File: src/rtl/branch_resolve_unit.sv
// Branch resolution: compares complex-ALU control results with dispatch-time predictions,
// drives fetch redirect / predictor update, and queues every accepted result for the CDB.
module branch_resolve_unit #(
   parameter int unsigned ROB_W    = 6,
   parameter int unsigned PHYS_W   = 7,
   parameter int unsigned WB_DEPTH = 4
) (
   input  logic              clk,
   input  logic              rst,
   input  logic              pred_wr_i,
   input  logic [ROB_W-1:0]  pred_rob_id_i,
   input  logic [31:0]       pred_pc_i,
   input  logic              pred_taken_i,
   input  logic [31:0]       pred_target_i,
   input  logic              alu_valid_i,
   input  logic [31:0]       alu_result_i,
   input  logic [31:0]       alu_target_i,
   input  logic              alu_taken_i,
   input  logic [ROB_W-1:0]  alu_rob_id_i,
   input  logic [PHYS_W-1:0] alu_phys_dest_i,
   input  logic              alu_exception_i,
   input  logic [ROB_W-1:0]  rob_head_i,
   input  logic              recover_done_i,
   input  logic              flush_i,
   output logic              wb_valid_o,
   input  logic              wb_ready_i,
   output logic [31:0]       wb_data_o,
   output logic [ROB_W-1:0]  wb_rob_id_o,
   output logic [PHYS_W-1:0] wb_phys_dest_o,
   output logic              wb_mispredict_o,
   output logic              wb_exception_o,
   output logic              redirect_valid_o,
   output logic [31:0]       redirect_pc_o,
   output logic              bp_upd_valid_o,
   output logic [31:0]       bp_upd_pc_o,
   output logic              bp_upd_taken_o,
   output logic [31:0]       bp_upd_target_o,
   output logic              almost_full_o,
   output logic              overflow_o
);

   localparam int unsigned NumEnt = 1 << ROB_W;
   localparam int unsigned PtrW   = $clog2(WB_DEPTH);
   localparam int unsigned CntW   = PtrW + 1;
   localparam logic [CntW-1:0] DepthC = CntW'(WB_DEPTH);
   localparam logic [CntW-1:0] AfThr  = CntW'(WB_DEPTH - 2);

   typedef enum logic [0:0] {StIdle, StRecover} state_e;

   typedef struct packed {
      logic [31:0]       data;
      logic [ROB_W-1:0]  rob;
      logic [PHYS_W-1:0] phys;
      logic              mis;
      logic              exc;
   } wb_ent_t;

   state_e             state_q, state_d;
   logic [ROB_W-1:0]   sq_q, sq_d;
   logic [NumEnt-1:0]  pv_q;
   logic [NumEnt-1:0]  ptaken_q;
   logic [31:0]        ppc_q  [NumEnt];
   logic [31:0]        ptgt_q [NumEnt];

   wb_ent_t            mem_q [WB_DEPTH];
   logic [PtrW-1:0]    wr_ptr_q, rd_ptr_q;
   logic [CntW-1:0]    cnt_q;
   logic               ovf_q;

   logic               rv_q, bv_q, btk_q;
   logic [31:0]        rpc_q, bpc_q, btgt_q;

   logic               res_v, hit, younger, accept, exc, mispred, ctrl_ok, redir, clr_en;
   logic               deq, full, enq, ovf_set;
   logic [ROB_W-1:0]   age_res, age_sq;
   logic [31:0]        e_pc, e_tgt, act_pc;
   logic               e_taken;
   wb_ent_t            new_ent;

   always_comb begin
      res_v   = alu_valid_i && !flush_i;
      hit     = pv_q[alu_rob_id_i];
      e_pc    = ppc_q[alu_rob_id_i];
      e_tgt   = ptgt_q[alu_rob_id_i];
      e_taken = ptaken_q[alu_rob_id_i];
      age_res = alu_rob_id_i - rob_head_i;
      age_sq  = sq_q - rob_head_i;
      younger = (state_q == StRecover) && (age_res > age_sq);
      accept  = res_v && !younger;
      // Misaligned taken target only matters for real control ops
      exc     = alu_exception_i || (hit && alu_taken_i && (alu_target_i[1:0] != 2'b00));
      act_pc  = alu_taken_i ? alu_target_i : e_pc + 32'd4;
      mispred = hit && ((alu_taken_i != e_taken) || (alu_taken_i && (alu_target_i != e_tgt)));
      ctrl_ok = accept && hit && !exc;
      redir   = ctrl_ok && mispred;
      clr_en  = res_v && hit;

      deq     = (cnt_q != '0) && wb_ready_i;
      full    = (cnt_q == DepthC);
      enq     = accept && (!full || deq);
      ovf_set = accept && full && !deq;

      new_ent.data = alu_result_i;
      new_ent.rob  = alu_rob_id_i;
      new_ent.phys = alu_phys_dest_i;
      new_ent.mis  = mispred && !exc;
      new_ent.exc  = exc;
   end

   always_comb begin
      state_d = state_q;
      sq_d    = sq_q;
      unique case (state_q)
         StIdle: begin
            if (redir) begin
               state_d = StRecover;
               sq_d    = alu_rob_id_i;
            end
         end
         StRecover: begin
            // A fresh older mispredict restarts recovery even if the old one just finished
            if (redir) sq_d = alu_rob_id_i;
            else if (recover_done_i) state_d = StIdle;
         end
         default: state_d = StIdle;
      endcase
      if (flush_i) state_d = StIdle;
   end

   always_ff @(posedge clk) begin
      if (rst) begin
         state_q <= StIdle;
         sq_q    <= '0;
      end else begin
         state_q <= state_d;
         sq_q    <= sq_d;
      end
   end

   always_ff @(posedge clk) begin
      if (rst || flush_i) begin
         pv_q <= '0;
      end else begin
         if (clr_en) pv_q[alu_rob_id_i] <= 1'b0;
         if (pred_wr_i) pv_q[pred_rob_id_i] <= 1'b1;
      end
   end

   always_ff @(posedge clk) begin
      if (pred_wr_i) begin
         ppc_q[pred_rob_id_i]    <= pred_pc_i;
         ptgt_q[pred_rob_id_i]   <= pred_target_i;
         ptaken_q[pred_rob_id_i] <= pred_taken_i;
      end
   end

   always_ff @(posedge clk) begin
      if (rst) begin
         rv_q   <= 1'b0;
         rpc_q  <= '0;
         bv_q   <= 1'b0;
         bpc_q  <= '0;
         btk_q  <= 1'b0;
         btgt_q <= '0;
      end else begin
         rv_q <= redir;
         bv_q <= ctrl_ok;
         if (redir) rpc_q <= act_pc;
         if (ctrl_ok) begin
            bpc_q  <= e_pc;
            btk_q  <= alu_taken_i;
            btgt_q <= alu_target_i;
         end
      end
   end

   always_ff @(posedge clk) begin
      if (rst) begin
         wr_ptr_q <= '0;
         rd_ptr_q <= '0;
         cnt_q    <= '0;
         ovf_q    <= 1'b0;
      end else if (flush_i) begin
         wr_ptr_q <= '0;
         rd_ptr_q <= '0;
         cnt_q    <= '0;
      end else begin
         if (enq) wr_ptr_q <= wr_ptr_q + 1'b1;
         if (deq) rd_ptr_q <= rd_ptr_q + 1'b1;
         if (enq && !deq) cnt_q <= cnt_q + 1'b1;
         else if (!enq && deq) cnt_q <= cnt_q - 1'b1;
         if (ovf_set) ovf_q <= 1'b1;
      end
   end

   always_ff @(posedge clk) begin
      if (enq && !flush_i && !rst) mem_q[wr_ptr_q] <= new_ent;
   end

   always_comb begin
      wb_valid_o      = (cnt_q != '0);
      wb_data_o       = wb_valid_o ? mem_q[rd_ptr_q].data : '0;
      wb_rob_id_o     = wb_valid_o ? mem_q[rd_ptr_q].rob  : '0;
      wb_phys_dest_o  = wb_valid_o ? mem_q[rd_ptr_q].phys : '0;
      wb_mispredict_o = wb_valid_o && mem_q[rd_ptr_q].mis;
      wb_exception_o  = wb_valid_o && mem_q[rd_ptr_q].exc;
      almost_full_o   = (cnt_q >= AfThr);
      overflow_o      = ovf_q;
      redirect_valid_o = rv_q;
      redirect_pc_o    = rpc_q;
      bp_upd_valid_o   = bv_q;
      bp_upd_pc_o      = bpc_q;
      bp_upd_taken_o   = btk_q;
      bp_upd_target_o  = btgt_q;
   end

endmodule

File: config.mk
export PLATFORM = sky130hd
export DESIGN_NAME = branch_resolve_unit
export DESIGN_NICKNAME = d
export VERILOG_FILES = /design/src/rtl/branch_resolve_unit.sv
export SDC_FILE = /design/constraint.sdc
export NUM_CORES = 2
export LEC_CHECK = 0
export CAP_MARGIN = 40
export CORE_ASPECT_RATIO = 1.2
export CORE_MARGIN = 3
export CORE_UTILIZATION = 30
export DETAILED_ROUTE_END_ITERATION = 12
export PLACE_DENSITY_LB_ADDON = 0.1
export SETUP_SLACK_MARGIN = 0.15
export SLEW_MARGIN = 40
export SYNTH_ARGS = -nofsm -noshare
export SYNTH_HDL_FRONTEND = slang
export SYNTH_MEMORY_MAX_BITS = 65536
export SYNTH_SLANG_ARGS = --single-unit
File: constraint.sdc
create_clock -name clk -period 6.5 [get_ports clk]
set_clock_uncertainty 0.1 [all_clocks]
set_input_delay 0.975 -clock clk [delete_from_list [all_inputs] [get_ports clk]]
set_output_delay 0.975 -clock clk [all_outputs]
set_load 0.005 [all_outputs]
Yosys cells after proc, flatten, opt, wreduce, memory -nomap -nowiden --
Memory sizes are Yosys's and may differ from the RTL's. A register that Yosys moved wholly into a read port is not among the register bits. Index checks and enable logic that the tools add are counted.
Storage, ports and cells: register bits after elaboration 242, latch bits 0, memory bits (writable) 4284, memory bits (read-only) 0, input port bits 163, output and inout port bits 149, word-level logic and storage cells 107, memories 3
Cells by class: add/subtract/negate cells 7, $mul 0, div/mod/pow operators 0, order comparisons 6, equal/unequal tests 3, shifts and indexed selects 0, muxes and demuxes 29, bitwise operators 5, reduce and logical (&&, ||, !) cells 40
Memory list:
- ppc_q | depth 64, bits a word 32, read ports 1, clocked after memory_dff 0, wr ports 1, RTL line 62 | logic [31:0] ppc_q [NumEnt];
- ptgt_q | depth 64, bits a word 32, read ports 1, clocked after memory_dff 0, wr ports 1, RTL line 63 | logic [31:0] ptgt_q [NumEnt];
- mem_q | depth 4, bits a word 47, read ports 1, clocked after memory_dff 1, wr ports 1, RTL line 65 | wb_ent_t mem_q [WB_DEPTH];
Operators by type and width (number):
- two-way mux 64 bit | 3
- AND 64 bit | 1
- bitwise mux 64 bit | 1
- two-way mux 32 bit | 2
- NOT 64 bit | 1
- OR 64 bit | 1
- adder 32 x 3 -> 32 bit, second input constant | 1
- inequality test 32 bit | 1
- logical AND 1 bit | 24
- < comparator 6 x 7 -> 1 bit, second input constant | 2
- binary-select mux 1 bit (select 6 bit) | 2
- demux 1 bit (select 6 bit) | 2
- greater-or-equal comparator 6 x 1 -> 1 bit, second input constant | 2
- two-way mux 6 bit | 2
- subtractor 6 bit | 2
- two-way mux 1 bit | 11
- logical NOT 1 bit | 7
- two-way mux 7 bit | 1
- greater-than comparator 6 bit | 1
- two-way mux 3 bit | 2
- adder 2 x 1 -> 2 bit, second input constant | 2
- logical OR 1 bit | 4
- two-way mux 2 bit | 2
- nonzero test 2 bit | 2
- other kinds (10) | 11

Logic depth before layout (Yosys ltp) --
depth in word-level cells 10, gate-level depth with buffers 28, mapped depth without buffers 20

Worst setup path after synthesis --
No wires, ideal clock.
path type input -> register, from input port alu_rob_id_i[0], to memory mem_q[1][0] (netlist bit), enable pin, library setup time 0.409 ns, arrival 6.183 ns, data required time 5.991 ns, slack -0.192 ns, stages 22, path buffers 8, cell sequence buf_6 > clkinv_1 > buf_2 > buf_2 > buf_2 > buf_2 > buf_2 > buf_2 > buf_1 > ha_1 > inv_1 > fa_1 > a21o_1 > a21oi_1 > xnor2_1 > ha_1 > a21o_1 > a21oi_1 > o21ai_0 > a31oi_2 > nor3b_1 > and2_1
On the way: longest elaborated chain between the ends 10
RTL lines:
- start, declared | RTL line 19 | input logic [ROB_W-1:0] alu_rob_id_i,
- subtractor 6 bit | RTL line 86 | age_res = alu_rob_id_i - rob_head_i;
- greater-than comparator 6 bit | RTL line 88 | younger = (state_q == StRecover) && (age_res > age_sq);
- logical AND 1 bit | RTL line 88
- logical NOT 1 bit | RTL line 89 | accept = res_v && !younger;
- logical AND 1 bit | RTL line 89
- logical AND 1 bit | RTL line 100 | enq = accept && (!full || deq);
- logical AND 1 bit (2 in series) | RTL line 197 | if (enq && !flush_i && !rst) mem_q[wr_ptr_q] <= new_ent;
- two-way mux 1 bit | RTL line 197
- two-way mux 1 bit (implied by the code) | RTL line 197
- end, declared | RTL line 65
Every way passes these cells.

Worst setup path after layout --
from input port alu_rob_id_i[2], to register rpc_q[8], in the netlist redirect_pc_o[8]
On the way: longest elaborated chain between the ends 8, elaborated cells between the ends (all ways) 25, classes of those cells add/sub (2); order compare (1); eq/ne (2); mux (5); reduce/logical (13); memory (2)
RTL lines:
- parallel branches: the longest is 8 deep, another holds memory (64 x 32 bit)
- end signal, assigned | RTL line 168 | if (redir) rpc_q <= act_pc;
- end, declared | RTL line 71 | logic [31:0] rpc_q, bpc_q, btgt_q;
Parallel ways; which one is timed is not known. The select of a mux whose other input is x is not followed. A chain may end at the register's enable or synchronous reset.

==> metrics.md <==
| Metric | Value |
|---|---|
| Cell count of the worst reg-to-reg path | `15` |
| Post-synthesis sequential area ratio | `75.7%` |
| Asr flop ratio synth | `0%` |
| Ports | `312` |
| Clock Latency Late Sink | `1.09 ns` |
| Final slew viol count | `0` |
| Die ar. | `0.600 sq mm` |
| Synth top area cells | `edfxtp_1, mux2i_1, mux4_2, dfxtp_1, a221oi_1` |
| Gate Count Post-Synth | `9,879` |
| First-pass GRT wire length | `1060 mm` |
| Maximum VDD drop | `254 uV` |
| Critical Path End | `redirect_pc_o[8]` |
| Wirelength, routed | `819 mm` |
| DRT Pass-1 Iters | `12` |
| Worst R2R Start | `ptgt_q[15][27]` |
| Core Area | `0.588 sq mm` |
| Max-Cap Viols | `0` |
| Switching Fraction | `23.9%` |
| Core Util, Final | `35.7%` |
| Number of buffers created by CTS | `471` |
| H-tree Lvls | `5` |
| RSZ-0062 raised after global routing | `no` |
| # setup viols final | `0` |
| Rel. slew slack | `35.9%` |
| NetSw | `0.0151 W` |
| Share of layout cells above drive strength 1 | `20.3%` |
| Setup TNS | `0 ns` |
| Cell internal pwr | `0.0482 W` |
| Synthesized Nets | `10,066` |
| Post-DRT Antenna Nets | `0` |
| Unique cell type count in the Yosys netlist | `98` |
| Power density cells | `302 mW/mm^2` |
| Pre-CTS WS | `-0.439 ns` |
| Crit path from | `alu_rob_id_i[2]` |
| Clock tree buffer depth | `4` |
| Main synth FF type | `edfxtp_1` |
| DRC Markers | `3` |
| Synth top area share | `73.6%` |
| Largest net degree at the start of global routing | `83` |
| Clock share of power | `42.1%` |
| EDFF count, synth | `4,348` |
| Commonest non-fill, non-tap cell in the layout | `edfxtp_1` |
| Hpwl dp | `487 mm` |
| Nets@finish | `10,921` |
| Crit-path max FO | `37` |
| Reg2Reg Setup Slack | `1.30 ns` |
| Critical path start-end classification | `in -> reg` |
| Post-route setup slack | `0.661 ns` |
| Startpoint Class | `input port` |
| Starting Density | `30.2%` |
| Vias in the first global route | `105,367` |
| Placed cell count | `18,010` |
| Synth-to-Final Area Change | `18.2%` |
| Vias | `108,760` |
| Violated checks | `design-rule violations` |
| WL/cell | `43.3 microns` |
| Status | `complete, but fails checks` |
| Clock root buffer | `clkbuf_16` |
| Final period utilization | `89.8%` |
| GRT Resource Usage Total | `26.5%` |
| Core Rows | `308` |
| Post-synthesis cell area | `0.177 sq mm` |
| WP data arrival | `6.66 ns` |
| Sink Count | `4,528` |
| GR Overflow Total | `0` |
| Worst Hold Depth | `3` |
| Crit. End Element | `flip-flop` |
| CTS clk-pin slew, worst paths | `0.06 ns` |
| Setup bufs post-CTS | `0` |
| Endpoints failing hold | `0` |
| Final weighted congestion in routability-driven placement | `0.828` |
| Fmax | `171 MHz` |
| Starting DRT DRC Count | `14,841` |
| Dominant cell type by area after synthesis | `edfxtp_1` |
| Critical Path RT | `7.32 ns` |
| Commonest cells after routing, fill and taps aside | `edfxtp_1, mux2i_1, buf_4` |
| Initial antenna violation count | `99` |
| CTS tree | `yes` |
| Die width | `708 microns` |
| Reg2reg end | `redirect_pc_o[8]` |
| Reg power frac | `50.9%` |
| Minimum clock period | `5.84 ns` |
| PortBufs | `311` |
| Post-Syn Area per Cell | `18.0 sq um` |
| Post-cts resize count | `0` |
| # hold bufs at CTS | `0` |
| Via/cell ratio | `5.75` |
| Worst-Margin Slew | `0.962 ns` |
| Flops & latches, synth | `4,528` |
| Worst Hold Class | `in -> reg` |
| Die height | `848 microns` |
| YS warnings | `0` |
| Combinational power share | `7.0%` |
| Final non-filler cell total | `18,904` |
| Leak Pwr | `67.6 nW` |
-- through the flow --
step	total power, W	hold slack (ns)	instance area, sq um
floorplan	0.0347	0.345	177000
global placement	0.0372	0.354	194000
detailed placement	0.0372	0.347	195000
global route	0.0649	0.155	210000
finish	0.0633	0.189	210000
CTS	0.0637	0.0970	210000
-- area by class of cell --
type	instances	area, sq um
antenna	18	45.0
clock buffer	583	12400
clock inverter	292	2400
fill	55025	378000
inverter	87	734
multi-input combinational	4574	38800
sequential	4528	134000
tap	7750	9700
timing repair buffer	1072	11400
-- Yosys cell counts, types with 21 or more instances --
library cell	number
nand4_1	43
mux2i_1	674
a21oi_1	333
buf_6	128
o22a_1	36
and3_1	29
a221o_1	109
xor2_1	24
a31oi_1	49
nand3_1	115
o211ai_1	31
a211oi_1	36
ha_1	21
a22o_1	80
nand3b_1	50
xnor2_1	34
a222oi_1	25
nand2b_1	37
and2_1	67
dfxtp_1	180
o221ai_1	28
a221oi_1	361
mux2_2	275
clkbuf_1	183
and3b_1	30
o2bb2ai_1	43
nor4_1	29
nor3b_1	21
o22ai_1	175
nor2_1	250
buf_1	40
o21ai_0	270
buf_2	197
or3b_2	22
nor3_1	36
a22oi_1	370
mux4_2	281
inv_1	85
mux2_1	26
nand2_1	297
edfxtp_1	4348
buf_4	135
-- sequential cells by signal, summed over array words and instances, names as in the netlist, named ones only --
signal            count
ptaken_q             64
rd_ptr_q              2
redirect_valid_o      1
ptgt_q             2048
bp_upd_pc_o          32
bp_upd_target_o      32
redirect_pc_o        32
pv_q                 64
bp_upd_valid_o        1
mem_q               188
cnt_q                 3
overflow_o            1
ppc_q              2048
state_q               1
wr_ptr_q              2
bp_upd_taken_o        1
sq_q                  6
-- cells by family after synthesis --
kind of cell               after synthesis  share of synthesized area [%]
xor gates and xnor gates                58                          0.286
and+or+nand+nor                       1120                           3.32
adders and majority gates               24                          0.182
DFF                                   4528                           75.7
muxes                                 1257                           9.29
buffers and inverters                  777                           2.66
AOI/OAI and AO/OA                     2115                           8.60
-- power by group through the flow --
stage	registers, W	logic (W)	clock network (W)
2_1_floorplan	0.0328	0.00187	0
3_3_place_gp	0.0328	0.00438	0
3_5_place_dp	0.0328	0.00441	0
4_1_cts	0.0322	0.00442	0.0271
5_1_grt	0.0322	0.00456	0.0282
6_report	0.0322	0.00444	0.0266
-- critical path: stages --
cell,delay (ns)
buf_16,0.24
buf_12,0.26
buf_12,0.27
mux2_2,0.38
a221oi_1,0.40
o22ai_1,0.20
a22oi_1,0.23
nand4_1,0.36
buf_4,0.28
xor2_1,0.14
buf_4,0.17
a2111o_1,0.47
nor4_2,0.55
buf_4,0.21
nand4bb_1,0.50
buf_4,0.45
a21oi_1,0.21
a211oi_2,0.06
-- metal layers --
layer  track usage [%]  vias up  wire length [microns]
li1                  -    42319                      -
met1              35.0    59911                 332000
met2              44.7     5405                 399000
met3              3.64     1105                  54900
met4              9.22       20                  33500
met5                 0        -                    141
-- worst min path at each step --
stage	end	startpoint
final	sq_q[1]	alu_rob_id_i[1]
after CTS	sq_q[1]	alu_rob_id_i[1]
after global placement	redirect_pc_o[10]	redirect_pc_o[10]
after floorplan	redirect_pc_o[10]	redirect_pc_o[10]
after detailed placement	redirect_pc_o[10]	redirect_pc_o[10]
after global routing	sq_q[1]	alu_rob_id_i[1]
Note: power is estimated with default switching activity, not from simulation.
